<file path="config.mk">
export PLATFORM = sky130hd
export DESIGN_NAME = pixel_pack_writer
export DESIGN_NICKNAME = d
export VERILOG_FILES = /design/src/rtl/pixel_pack_writer_pkg.sv /design/src/rtl/pixel_pack_writer.sv
export SDC_FILE = /design/constraint.sdc
export NUM_CORES = 1
export LEC_CHECK = 0
export ABC_AREA = 1
export BUFFER_PORTS_ARGS = -buffer_cell sky130_fd_sc_hd__buf_2
export CELL_PAD_IN_SITES_DETAIL_PLACEMENT = 1
export CELL_PAD_IN_SITES_GLOBAL_PLACEMENT = 2
export CORE_MARGIN = 2
export CORE_UTILIZATION = 37
export CTS_BUF_LIST = sky130_fd_sc_hd__clkbuf_4 sky130_fd_sc_hd__clkbuf_8
export DETAILED_ROUTE_END_ITERATION = 8
export PLACE_DENSITY = 0.79
export REMOVE_ABC_BUFFERS = 1
export SETUP_SLACK_MARGIN = 0.15
export SLEW_MARGIN = 20
export SYNTH_ARGS = -nofsm -noshare
export SYNTH_HDL_FRONTEND = slang
export SYNTH_SLANG_ARGS = --single-unit
</file>
<file path="constraint.sdc">
create_clock -name clk -period 2.1 [get_ports clk]
set_input_delay 0.105 -clock clk [delete_from_list [all_inputs] [get_ports clk]]
set_output_delay 0.105 -clock clk [all_outputs]
set_load 0.01 [all_outputs]
</file>
<file path="src/rtl/pixel_pack_writer_pkg.sv">
// rtl/pixel_pack_writer_pkg.sv - shared lane geometry, state encoding and lane-mask helper
package pixel_pack_writer_pkg;

  localparam int LANES  = 8;
  localparam int LANE_W = 8;
  localparam int WORD_W = LANES * LANE_W;

  typedef enum logic {
    IDLE   = 1'b0,
    ACTIVE = 1'b1
  } state_e;

  // Byte enables for lanes 0..lane inclusive.
  function automatic logic [LANES-1:0] fill_mask(input logic [2:0] lane);
    return 8'hFF >> (3'd7 - lane);
  endfunction

endpackage

</file>
<file path="src/rtl/pixel_pack_writer.sv">
// rtl/pixel_pack_writer.sv - packs 8-bit pixels into 64-bit byte-enabled frame buffer writes
module pixel_pack_writer
  import pixel_pack_writer_pkg::*;
#(
  parameter int ADDR_WIDTH   = 10,
  parameter int FRAME_PIXELS = 2400
) (
  input  logic                  clk,
  input  logic                  rst_n,
  input  logic                  start,
  input  logic                  pix_valid,
  output logic                  pix_ready,
  input  logic [LANE_W-1:0]     pix_data,
  input  logic                  pix_last,
  output logic [ADDR_WIDTH-1:0] ram_addr,
  output logic [WORD_W-1:0]     ram_data,
  output logic [LANES-1:0]      ram_be,
  output logic                  ram_we,
  output logic                  frame_done,
  output logic                  err
);

  localparam int CW = $clog2(FRAME_PIXELS + 1);
  localparam logic [CW-1:0] LAST_CNT = CW'(FRAME_PIXELS - 1);

  state_e                state_q, state_d;
  logic [CW-1:0]         count_q, count_d;
  logic [WORD_W-1:0]     acc_q, acc_d;
  logic [ADDR_WIDTH-1:0] addr_q, addr_d;
  logic [ADDR_WIDTH-1:0] ram_addr_q, ram_addr_d;
  logic [WORD_W-1:0]     ram_data_q, ram_data_d;
  logic [LANES-1:0]      ram_be_q, ram_be_d;
  logic                  ram_we_q, ram_we_d;
  logic                  frame_done_q, frame_done_d;
  logic                  err_q, err_d;

  logic                  accept;
  logic [2:0]            lane;
  logic [WORD_W-1:0]     merged;
  logic                  at_limit;
  logic                  is_final;
  logic                  word_done;

  assign accept    = pix_valid && (state_q == ACTIVE);
  assign lane      = count_q[2:0];
  assign merged    = acc_q | (WORD_W'(pix_data) << {lane, 3'b000});
  assign at_limit  = (count_q == LAST_CNT);
  assign is_final  = accept && (pix_last || at_limit);
  assign word_done = accept && ((lane == 3'd7) || pix_last || at_limit);

  always_ff @(posedge clk or negedge rst_n) begin
    if (!rst_n) begin
      state_q <= IDLE;
    end else begin
      state_q <= state_d;
    end
  end

  always_comb begin
    state_d = state_q;
    case (state_q)
      IDLE:    if (start)    state_d = ACTIVE;
      ACTIVE:  if (is_final) state_d = IDLE;
      default: state_d = IDLE;
    endcase
  end

  always_comb begin
    pix_ready = (state_q == ACTIVE);
  end

  // Datapath: accumulator merges each accepted byte; a completed word is
  // copied to the output register in the same edge so the accumulator is free.
  always_comb begin
    count_d      = count_q;
    acc_d        = acc_q;
    addr_d       = addr_q;
    ram_addr_d   = ram_addr_q;
    ram_data_d   = ram_data_q;
    ram_be_d     = ram_be_q;
    ram_we_d     = 1'b0;
    frame_done_d = 1'b0;
    err_d        = err_q;

    if ((state_q == IDLE) && start) begin
      count_d = '0;
      acc_d   = '0;
      addr_d  = '0;
      err_d   = 1'b0;
    end

    if (accept) begin
      count_d = count_q + CW'(1);
      acc_d   = merged;
      // Early pix_last and a missing pix_last at the limit are both errors.
      if (pix_last != at_limit) err_d = 1'b1;
      if (word_done) begin
        ram_we_d     = 1'b1;
        ram_addr_d   = addr_q;
        ram_data_d   = merged;
        ram_be_d     = fill_mask(lane);
        frame_done_d = is_final;
        acc_d        = '0;
        addr_d       = addr_q + ADDR_WIDTH'(1);
      end
    end
  end

  always_ff @(posedge clk or negedge rst_n) begin
    if (!rst_n) begin
      count_q      <= '0;
      acc_q        <= '0;
      addr_q       <= '0;
      ram_addr_q   <= '0;
      ram_data_q   <= '0;
      ram_be_q     <= '0;
      ram_we_q     <= 1'b0;
      frame_done_q <= 1'b0;
      err_q        <= 1'b0;
    end else begin
      count_q      <= count_d;
      acc_q        <= acc_d;
      addr_q       <= addr_d;
      ram_addr_q   <= ram_addr_d;
      ram_data_q   <= ram_data_d;
      ram_be_q     <= ram_be_d;
      ram_we_q     <= ram_we_d;
      frame_done_q <= frame_done_d;
      err_q        <= err_d;
    end
  end

  assign ram_addr   = ram_addr_q;
  assign ram_data   = ram_data_q;
  assign ram_be     = ram_be_q;
  assign ram_we     = ram_we_q;
  assign frame_done = frame_done_q;
  assign err        = err_q;

endmodule

</file>
==> results of run 1 <==
## area by class of cell
type,instances,area (um^2),area share
Clock buffer,19,255,0.0280
Timing Repair Buffer,128,807,0.0884
Sequential cell,172,4300,0.471
Multi-Input combinational cell,628,3150,0.345
Clock inverter,13,140,0.0154
Inverter,34,129,0.0141
Tap cell,275,344,0.0377
## metal layers
metal	up-vias	GRT usage
li1	3103	-
met1	3159	0.276
met2	93	0.330
met3	16	0.0345
met4	0	0.0439
met5	-	0
## worst max-delay path, stage by stage, from the launching register on
cell and delay (ns):
dfrtp_1 0.39, ha_1 0.24, ha_1 0.21, nor2_1 0.24, nand3_2 0.15, buf_6 0.23, a21boi_0 0.24
## flip-flops by register name, summed over array words and instances, names as in the netlist
register	count
acc_q	64
addr_q	10
count_q	12
err	1
frame_done	1
pix_ready	1
ram_addr	10
ram_be	8
ram_data	64
ram_we	1
## cells in the mapped netlist, types with 4 or more instances
cell type	count	area share
nand2_1	294	0.14
buf_6	7	0.010
o21bai_1	58	0.055
nand3_1	126	0.080
dfrtp_1	172	0.55
a21oi_1	12	0.0076
o21ai_0	11	0.0070
nand4_1	4	0.0032
a21boi_1	11	0.010
clkbuf_1	14	0.0067
nor2_1	38	0.018
ha_1	6	0.0095
buf_2	32	0.020
nand3b_1	8	0.0076
a21boi_0	47	0.045
inv_1	30	0.014
## worst paths after layout
path | endpoint | slack [ns]
hold / removal | frame_done$_DFF_PN0_ | 0.07
max in group asynchronous | acc_q[42]$_DFFE_PN0P_ | 1.24
min in group asynchronous | addr_q[2]$_DFF_PN0_ | 0.11
hold reg to reg | ram_be[0]$_DFFE_PN0P_ | 0.47
setup / recovery | acc_q[63]$_DFFE_PN0P_ | 0.27
setup reg to reg | acc_q[63]$_DFFE_PN0P_ | 0.27
## through the flow
stage / total power (uW) / TNS [ns] / cells / hold WS [ns]
finish: 9620 / 0 / 1269 / 0.0679
global placement: 7270 / 0 / 1236 / 0.0466
detailed placement: 7340 / 0 / 1236 / 0.0458
floorplan: 5830 / -245.52 / 834 / -0.191
global route: 10300 / 0 / 1269 / 0.0808
CTS: 9760 / 0 / 1269 / 0.0633
## timing repair
action,CTS,global route
setup endpoints to repair,0,64
resized for setup,0,3
endpoints found under the hold margin,142,0
hold buffers,1,0
## report_power, final
group          switching, uW  internal [uW]  leakage [uW]
Clock                   1290           1110      0.000210
Combinational           1980           1020       0.00210
Sequential               341           3870       0.00236
Total                   3610           6000       0.00467
## logic make-up (layout without fill, tap and decap cells)
group | count (synthesis) | count (layout) | synth area share
XOR/XNOR | 3 | 3 | 0.00334
AND/OR/NAND/NOR | 476 | 476 | 0.257
buffers and inverters | 91 | 194 | 0.0556
AO/OA/AOI/OAI | 143 | 143 | 0.129
flip-flops | 172 | 172 | 0.546
adder cells (fa/ha/maj) | 6 | 6 | 0.00953
==> impl_metrics.env, run 1 <==
export IMPL_grt_pass1_vias=6725
export IMPL_antenna_left=0
export IMPL_antenna_found_initial=0
export IMPL_final_core_utilization=0.436
export IMPL_regToRegStartpoint="count_q[0]$_DFFE_PN0P_"
export IMPL_status="finished, final reports clean"
export IMPL_hpwl_mm=14.2
export IMPL_area_growth_synth_to_final_pct=15.9
export IMPL_clock_tree_buffer_depth=2
export IMPL_clock_root_buffer="clkbuf_8"
export IMPL_rsz0062_at_grt="false"
export IMPL_critPathLaunchType="flip-flop"
export IMPL_post_synth_instance_area_um2=7880
export IMPL_dr_total_vias=6371
export IMPL_top_layer="met4"
export IMPL_post_route_cells_drive_above_1_share=0.169
export IMPL_grt_total_ovfl=0
export IMPL_timing_hold_violations_final=0
export IMPL_post_route_cell_area_um2=9130
export IMPL_critical_path_max_fanout=45
export IMPL_hold_start="pix_last"
export IMPL_dieArea_um2=22500
export IMPL_post_drt_via_cell_ratio=5.02
export IMPL_timing_hold_worst_class="input pin to flip-flop"
export IMPL_cap_viol_max_count=0
export IMPL_overall_global_routing_resource_usage=0.200
export IMPL_drt_first_pass_iters=4
export IMPL_route_layer_met1_wl_mm=10.2
export IMPL_r2r_worst_path_cells=6
export IMPL_clock_skew_final_ns=0.0176
export IMPL_layout_filler_cells=2511
export IMPL_worstSkewPairLatency_ns=0.48
export IMPL_finish_net_count=1000
export IMPL_postCtsSetupRepairBufs=0
export IMPL_worst_slew_pin_transition_ns=0.416
export IMPL_port_buffers=98
export IMPL_chipHeight_um=150
export IMPL_leakage_power_of_the_design_uw=0.00467
export IMPL_arrival_ns=2.20
export IMPL_timing_final_setup_violations=0
export IMPL_whs_path_depth=4
export IMPL_most_frequent_cells_in_the_layout="nand2_1 (294), dfrtp_1 (172), nand3_1 (126), buf_2 (97), o21bai_1 (58)"
export IMPL_min_period_over_period=0.872
export IMPL_tritoncts="yes"
export IMPL_slew_headroom=0.720
export IMPL_fmax_mhz=546
export IMPL_met3_wirelength_um=599
export IMPL_clkTransAtPathRegs_ns=0.10
export IMPL_grt_start_max_net_pins=58
export IMPL_globalplace_congestion=0.779
export IMPL_cts_inserted_buffers=17
export IMPL_drcViolationCount=0
export IMPL_synth_ff_latch_count=172
export IMPL_ys_async_sr_fraction=1.00
export IMPL_worstPathRequired_ns=2.47
export IMPL_floorplan_rows=53
export IMPL_sink_count_of_the_clock_tree=172
export IMPL_synth_yosys_seq_area_share=0.546
export IMPL_wl_per_cell_um=16.6
export IMPL_htreeDepth=4
export IMPL_mostFrequentLayoutCell="nand2_1"
export IMPL_met2_length_mm=10.0
export IMPL_detailed_place_area_um2=8710
export IMPL_detailed_route_wire_length_mm=21.0
export IMPL_core_box_area_um2=21000
export IMPL_initial_core_util=0.376
export IMPL_yosysWarningCount=0
export IMPL_critical_path_class="flip-flop to flip-flop"
export IMPL_post_route_worst_setup_slack_ns=0.269
export IMPL_synthesis_area_per_instance_um2=8.84
export IMPL_grt_first_pass_wirelength_mm=35.4
export IMPL_worst_setup_path_end_kind="flip-flop"
export IMPL_worst_ir_drop_vdd_uv=454
export IMPL_die_width_um=150
export IMPL_first_iter_violations=328
export IMPL_post_synth_inst_count=891
export IMPL_synth_cell_types=27
export IMPL_power_per_cell_area_nw_per_um2=1050
export IMPL_dp_worst_setup_slack_ns=0.194
export IMPL_antenna_cells_inserted=0
export IMPL_yosys_most_used_dff="dfrtp_1"
export IMPL_post_synth_edffs=0
export IMPL_layout_min_cycle_time_ns=1.83
export IMPL_maxSlewViolCount=0
export IMPL_io_pin_count=99
export IMPL_startpoint="count_q[0]$_DFFE_PN0P_"
No activity file was read; power rests on OpenSTA's default activity.
==> inputs of run 2 (changes only) <==
--- a/config.mk
+++ b/config.mk
@@ -5,12 +5,11 @@
 export SDC_FILE = /design/constraint.sdc
 export NUM_CORES = 1
 export LEC_CHECK = 0
-export ABC_AREA = 1
 export BUFFER_PORTS_ARGS = -buffer_cell sky130_fd_sc_hd__buf_2
 export CELL_PAD_IN_SITES_DETAIL_PLACEMENT = 1
 export CELL_PAD_IN_SITES_GLOBAL_PLACEMENT = 2
 export CORE_MARGIN = 2
-export CORE_UTILIZATION = 37
+export CORE_UTILIZATION = 39
 export CTS_BUF_LIST = sky130_fd_sc_hd__clkbuf_4 sky130_fd_sc_hd__clkbuf_8
 export DETAILED_ROUTE_END_ITERATION = 8
 export PLACE_DENSITY = 0.79
==> impl_metrics.env, run 2 <==
export IMPL_critPathLaunchType="flip-flop"
export IMPL_grt_total_ovfl=0
export IMPL_synthesis_area_per_instance_um2=11.2
export IMPL_io_pin_count=99
export IMPL_top_layer="met4"
export IMPL_detailed_route_wire_length_mm=21.5
export IMPL_antenna_found_initial=0
export IMPL_timing_hold_worst_class="input pin to flip-flop"
export IMPL_clock_root_buffer="clkbuf_8"
export IMPL_timing_final_setup_violations=0
export IMPL_initial_core_util=0.398
export IMPL_dr_total_vias=5766
export IMPL_port_buffers=98
export IMPL_post_route_cell_area_um2=8710
export IMPL_met2_length_mm=10.3
export IMPL_layout_min_cycle_time_ns=2.05
export IMPL_drcViolationCount=0
export IMPL_drt_first_pass_iters=4
export IMPL_slew_headroom=0.552
export IMPL_r2r_worst_path_cells=6
export IMPL_synthTopCellsByCount="dfrtp_1 (172), o21ai_0 (147), a21oi_1 (67), o2bb2ai_1 (47), clkbuf_1 (42)"
export IMPL_met3_wirelength_um=830
export IMPL_worstPathRequired_ns=2.45
export IMPL_maxSlewViolCount=0
export IMPL_worst_ir_drop_vdd_uv=518
export IMPL_clock_skew_final_ns=0.0140
export IMPL_chipHeight_um=140
export IMPL_min_period_over_period=0.976
export IMPL_floorplan_rows=49
export IMPL_post_route_worst_setup_slack_ns=0.0498
export IMPL_synth_cell_types=42
export IMPL_grt_pass1_vias=6080
export IMPL_yosys_most_used_dff="dfrtp_1"
export IMPL_cap_viol_max_count=0
export IMPL_grt_first_pass_wirelength_mm=34.4
export IMPL_worst_path_cell_chain="or4b_4 > o31ai_4 > buf_6 > nand2_8 > buf_12 > mux2_4"
export IMPL_timing_critical_path_slowest_stage_cell="or4b_4"
export IMPL_power_per_cell_area_nw_per_um2=1030
export IMPL_layout_filler_cells=1964
export IMPL_post_synth_instance_area_um2=7170
export IMPL_arrival_ns=2.40
export IMPL_fmax_mhz=488
export IMPL_critical_path_max_fanout=7
export IMPL_critical_path_max_stage_delay_ns=0.57
export IMPL_timing_hold_violations_final=0
export IMPL_setup_tns_ns=0
export IMPL_clock_tree_buffer_depth=2
export IMPL_clkTransAtPathRegs_ns=0.10
export IMPL_die_width_um=140
export IMPL_sink_count_of_the_clock_tree=172
export IMPL_dp_worst_setup_slack_ns=-0.0603
export IMPL_detailed_place_area_um2=8070
export IMPL_antenna_cells_inserted=0
export IMPL_rsz0062_at_grt="true"
export IMPL_final_core_utilization=0.483
export IMPL_whs_path_depth=4
export IMPL_htreeDepth=4
export IMPL_first_iter_violations=352
export IMPL_overall_global_routing_resource_usage=0.223
export IMPL_synth_ff_latch_count=172
export IMPL_synth_yosys_seq_area_share=0.601
export IMPL_area_growth_synth_to_final_pct=21.6
export IMPL_synth_largest_area_cell="dfrtp_1"
export IMPL_leakage_power_of_the_design_uw=0.00401
export IMPL_dieArea_um2=19500
export IMPL_post_drt_via_cell_ratio=5.81
export IMPL_yosysWarningCount=0
export IMPL_dominant_cell_by_count_in_the_synthesized_netlist="dfrtp_1"
export IMPL_most_frequent_cells_in_the_layout="dfrtp_1 (172), o21ai_0 (132), buf_2 (97), a21oi_1 (67), o2bb2ai_1 (47)"
export IMPL_core_box_area_um2=18000
export IMPL_worstSkewPairLatency_ns=0.46
export IMPL_finish_net_count=769
export IMPL_tritoncts="yes"
export IMPL_status="finished, final reports clean"
export IMPL_mostFrequentLayoutCell="dfrtp_1"
export IMPL_route_layer_met1_wl_mm=10.1
export IMPL_grt_start_max_net_pins=52
export IMPL_hpwl_mm=13.8
export IMPL_critical_path_class="flip-flop to flip-flop"
export IMPL_cts_inserted_buffers=17
export IMPL_synthDominantCellAreaShare=0.601
export IMPL_antenna_left=0
export IMPL_post_route_cells_drive_above_1_share=0.271
export IMPL_worst_slew_pin_transition_ns=0.672
export IMPL_post_synth_inst_count=639
export IMPL_wl_per_cell_um=21.7
export IMPL_ys_async_sr_fraction=1.00
export IMPL_globalplace_congestion=0.806
export IMPL_worst_setup_path_end_kind="flip-flop"
export IMPL_post_synth_edffs=0
export IMPL_synth_top_cells_by_area="dfrtp_1 (60%), o21ai_0 (10%), o2bb2ai_1 (5.7%)"
-- run 2: area by class of cell --
class | instances | area [um^2] | share of cell area
Clock buffer | 18 | 248 | 0.0284
Tap cell | 229 | 287 | 0.0329
Timing Repair Buffer | 143 | 1030 | 0.118
Multi-Input combinational cell | 409 | 2690 | 0.308
Clock inverter | 14 | 133 | 0.0152
Inverter | 7 | 26.3 | 0.00302
Sequential cell | 172 | 4300 | 0.494
-- run 2: critical path, delay by kind of cell (launching register included) --
family	cells	cell delay, ns
compound gates	1	0.24
buf+inv	2	0.33
flops	1	0.39
mux	1	0.29
simple gates	2	0.69
-- run 2: layer usage --
| layer | up-vias | GRT usage |
|---|---|---|
| met4 | 0 | 0.0558 |
| met2 | 139 | 0.362 |
| met3 | 21 | 0.0399 |
| li1 | 2605 | - |
| met1 | 3001 | 0.313 |
| met5 | - | 0 |
-- run 2: power breakdown --
group | switching (uW) | total, uW | internal, uW
Combinational | 1520 | 2470 | 954
Clock | 1310 | 2300 | 988
Sequential | 368 | 4250 | 3880
-- run 2: cells by family after synthesis --
family                     synth area share
AOI/OAI and AO/OA                     0.254
adders and majority gates            0.0105
buffers and inverters                0.0370
DFF                                   0.601
muxes                                0.0332
and+or+nand+nor                      0.0643
-- run 2: worst paths after layout --
| kind | startpoint | endpoint | slack [ns] |
|---|---|---|---|
| setup / recovery | count_q[5]$_DFFE_PN0P_ | ram_addr[5]$_DFFE_PN0P_ | 0.05 |
| hold / removal | pix_last | frame_done$_DFF_PN0_ | 0.09 |
| setup reg to reg | count_q[5]$_DFFE_PN0P_ | ram_addr[5]$_DFFE_PN0P_ | 0.05 |
| hold reg to reg | ram_be[0]$_DFFE_PN0P_ | ram_be[0]$_DFFE_PN0P_ | 0.47 |
| max in group asynchronous | rst_n | acc_q[7]$_DFFE_PN0P_ | 1.19 |
| min in group asynchronous | rst_n | ram_data[18]$_DFFE_PN0P_ | 0.18 |
-- run 2: timing repair --
item | in CTS | in global routing
hold endpoints to repair | 48 | 0
cloned | 2 | 2
endpoints found under the setup margin | 153 | 153
pin swaps | 3 | 3
gates resized for setup | 17 | 18
setup buffers | 6 | 2
hold buffers | 2 | 0
-- run 2: per-stage QoR --
step           cells  hold slack [ns]  power (uW)
2_1_floorplan    587           -0.191        5410
3_3_place_gp     946           0.0915        6580
3_5_place_dp     946            0.105        6670
4_1_cts          988           0.0644        9060
5_1_grt          992            0.102        9530
6_report         992           0.0881        9020
==> inputs of run 3 (changes only) <==
==> constraint.sdc (replaced) <==
create_clock -name clk -period 1.9 [get_ports clk]
set_input_delay 0.095 -clock clk [delete_from_list [all_inputs] [get_ports clk]]
set_output_delay 0.095 -clock clk [all_outputs]
set_load 0.01 [all_outputs]
==> impl_metrics.env, run 3 (synthesized netlist as in run 2, its figures left out) <==
export IMPL_failed_checks="negative setup slack"
export IMPL_detailed_route_wire_length_mm=22.6
export IMPL_wl_per_cell_um=22.5
export IMPL_post_route_worst_setup_slack_ns=-0.146
export IMPL_post_route_cells_drive_above_1_share=0.320
export IMPL_setup_tns_ns=-5.64
export IMPL_worst_setup_path_end_kind="flip-flop"
export IMPL_timing_final_setup_violations=126
export IMPL_most_frequent_cells_in_the_layout="dfrtp_1 (172), buf_2 (97), o21ai_1 (95), a21oi_1 (67), o2bb2ai_1 (41)"
export IMPL_arrival_ns=2.39
export IMPL_antenna_left=0
export IMPL_port_buffers=98
export IMPL_grt_pass1_vias=6069
export IMPL_worst_ir_drop_vdd_uv=498
export IMPL_die_width_um=140
export IMPL_rsz0062_at_grt="true"
export IMPL_grt_first_pass_wirelength_mm=34.5
export IMPL_globalplace_congestion=0.815
export IMPL_clock_skew_final_ns=0.0146
export IMPL_worstSkewPairLatency_ns=0.47
export IMPL_drcViolationCount=0
export IMPL_clock_root_buffer="clkbuf_8"
export IMPL_floorplan_rows=49
export IMPL_min_period_over_period=1.08
export IMPL_placedCellCount=956
export IMPL_layout_min_cycle_time_ns=2.05
export IMPL_cts_inserted_buffers=17
export IMPL_clkTransAtPathRegs_ns=0.09
export IMPL_clock_tree_buffer_depth=2
export IMPL_critical_path_max_fanout=11
export IMPL_power_per_cell_area_nw_per_um2=1130
export IMPL_worst_slew_pin_transition_ns=0.643
export IMPL_fmax_mhz=489
export IMPL_cap_viol_max_count=0
export IMPL_dp_worst_setup_slack_ns=-0.193
export IMPL_mostFrequentLayoutCell="dfrtp_1"
export IMPL_slew_headroom=0.571
export IMPL_finish_net_count=784
export IMPL_dieArea_um2=19500
export IMPL_grt_total_ovfl=0
export IMPL_critical_path_class="flip-flop to flip-flop"
export IMPL_overall_global_routing_resource_usage=0.226
export IMPL_maxSlewViolCount=0
export IMPL_antenna_found_initial=0
export IMPL_first_iter_violations=400
export IMPL_status="complete, but fails checks"
export IMPL_initial_core_util=0.398
export IMPL_timing_hold_worst_class="input pin to flip-flop"
export IMPL_finish_cell_count_without_fillers=1005
export IMPL_critPathLaunchType="flip-flop"
export IMPL_grt_start_max_net_pins=58
export IMPL_io_pin_count=99
export IMPL_worstPathRequired_ns=2.24
export IMPL_layout_filler_cells=1966
export IMPL_leakage_power_of_the_design_uw=0.00416
export IMPL_area_growth_synth_to_final_pct=25.9
export IMPL_chipHeight_um=140
export IMPL_dr_total_vias=5923
export IMPL_htreeDepth=4
export IMPL_drt_first_pass_iters=5
export IMPL_core_box_area_um2=18000
export IMPL_post_route_cell_area_um2=9020
export IMPL_post_drt_via_cell_ratio=5.89
export IMPL_timing_hold_violations_final=0
export IMPL_tritoncts="yes"
export IMPL_antenna_cells_inserted=0
export IMPL_hpwl_mm=14.0
export IMPL_detailed_place_area_um2=8140
export IMPL_holdWs_ns=0.0908
export IMPL_sink_count_of_the_clock_tree=172
==> run 3: what timing repair did <==
item	4_1_cts	5_1_grt
resized for setup	77	94
endpoints found under the setup margin	158	160
gates cloned	2	7
hold buffers	2	0
pin swaps	17	2
buffers inserted	4	4
hold endpoints to repair	54	0
==> run 3: layer usage <==
layer	wire length, um	GRT usage
met1	10300	0.310
met2	10900	0.360
met3	1090	0.0530
met4	354	0.0674
met5	0	0
==> run 3: cell type report <==
class / count / area (um^2) / area share
repair buffers: 159 / 1220 / 0.136
well taps: 229 / 287 / 0.0318
clock inverters: 6 / 65.1 / 0.00721
clock buffers: 24 / 293 / 0.0325
inverters: 7 / 30.0 / 0.00333
multi-input cells: 408 / 2820 / 0.312
flip-flops and latches: 172 / 4300 / 0.477
==> run 3: report_power, final <==
| group | internal (uW) | leakage [uW] | switching, uW |
|---|---|---|---|
| clock network | 1150 | 0.000188 | 1310 |
| logic | 1210 | 0.00163 | 1810 |
| registers | 4290 | 0.00234 | 424 |
| total | 6640 | 0.00416 | 3540 |
==> run 3: path summary, 6_finish.rpt <==
check | cells after the start | end | startpoint | slack (ns)
max in group asynchronous | 3 | acc_q[55]$_DFFE_PN0P_ | rst_n | 1.02
hold / removal | 4 | frame_done$_DFF_PN0_ | pix_last | 0.09
setup reg to reg | 7 | acc_q[37]$_DFFE_PN0P_ | count_q[5]$_DFFE_PN0P_ | -0.15
min in group asynchronous | 2 | ram_data[20]$_DFFE_PN0P_ | rst_n | 0.17
setup / recovery | 7 | acc_q[37]$_DFFE_PN0P_ | count_q[5]$_DFFE_PN0P_ | -0.15
hold reg to reg | 1 | ram_be[0]$_DFFE_PN0P_ | ram_be[0]$_DFFE_PN0P_ | 0.48
==> run 3: worst max-delay path, stage by stage, from the launching register on <==
cell       delay (ns)
dfrtp_1          0.40
or4b_4           0.57
o31ai_4          0.27
buf_6            0.16
a21oi_4          0.08
buf_12           0.16
buf_16           0.15
o2bb2ai_1        0.13
==> run 3: metrics by stage <==
step / total power [uW] / utilization
6_report: 10200 / 0.500
5_1_grt: 10800 / 0.500
4_1_cts: 10000 / 0.483
3_5_place_dp: 7400 / 0.452
3_3_place_gp: 7300 / 0.452
2_1_floorplan: 5980 / -
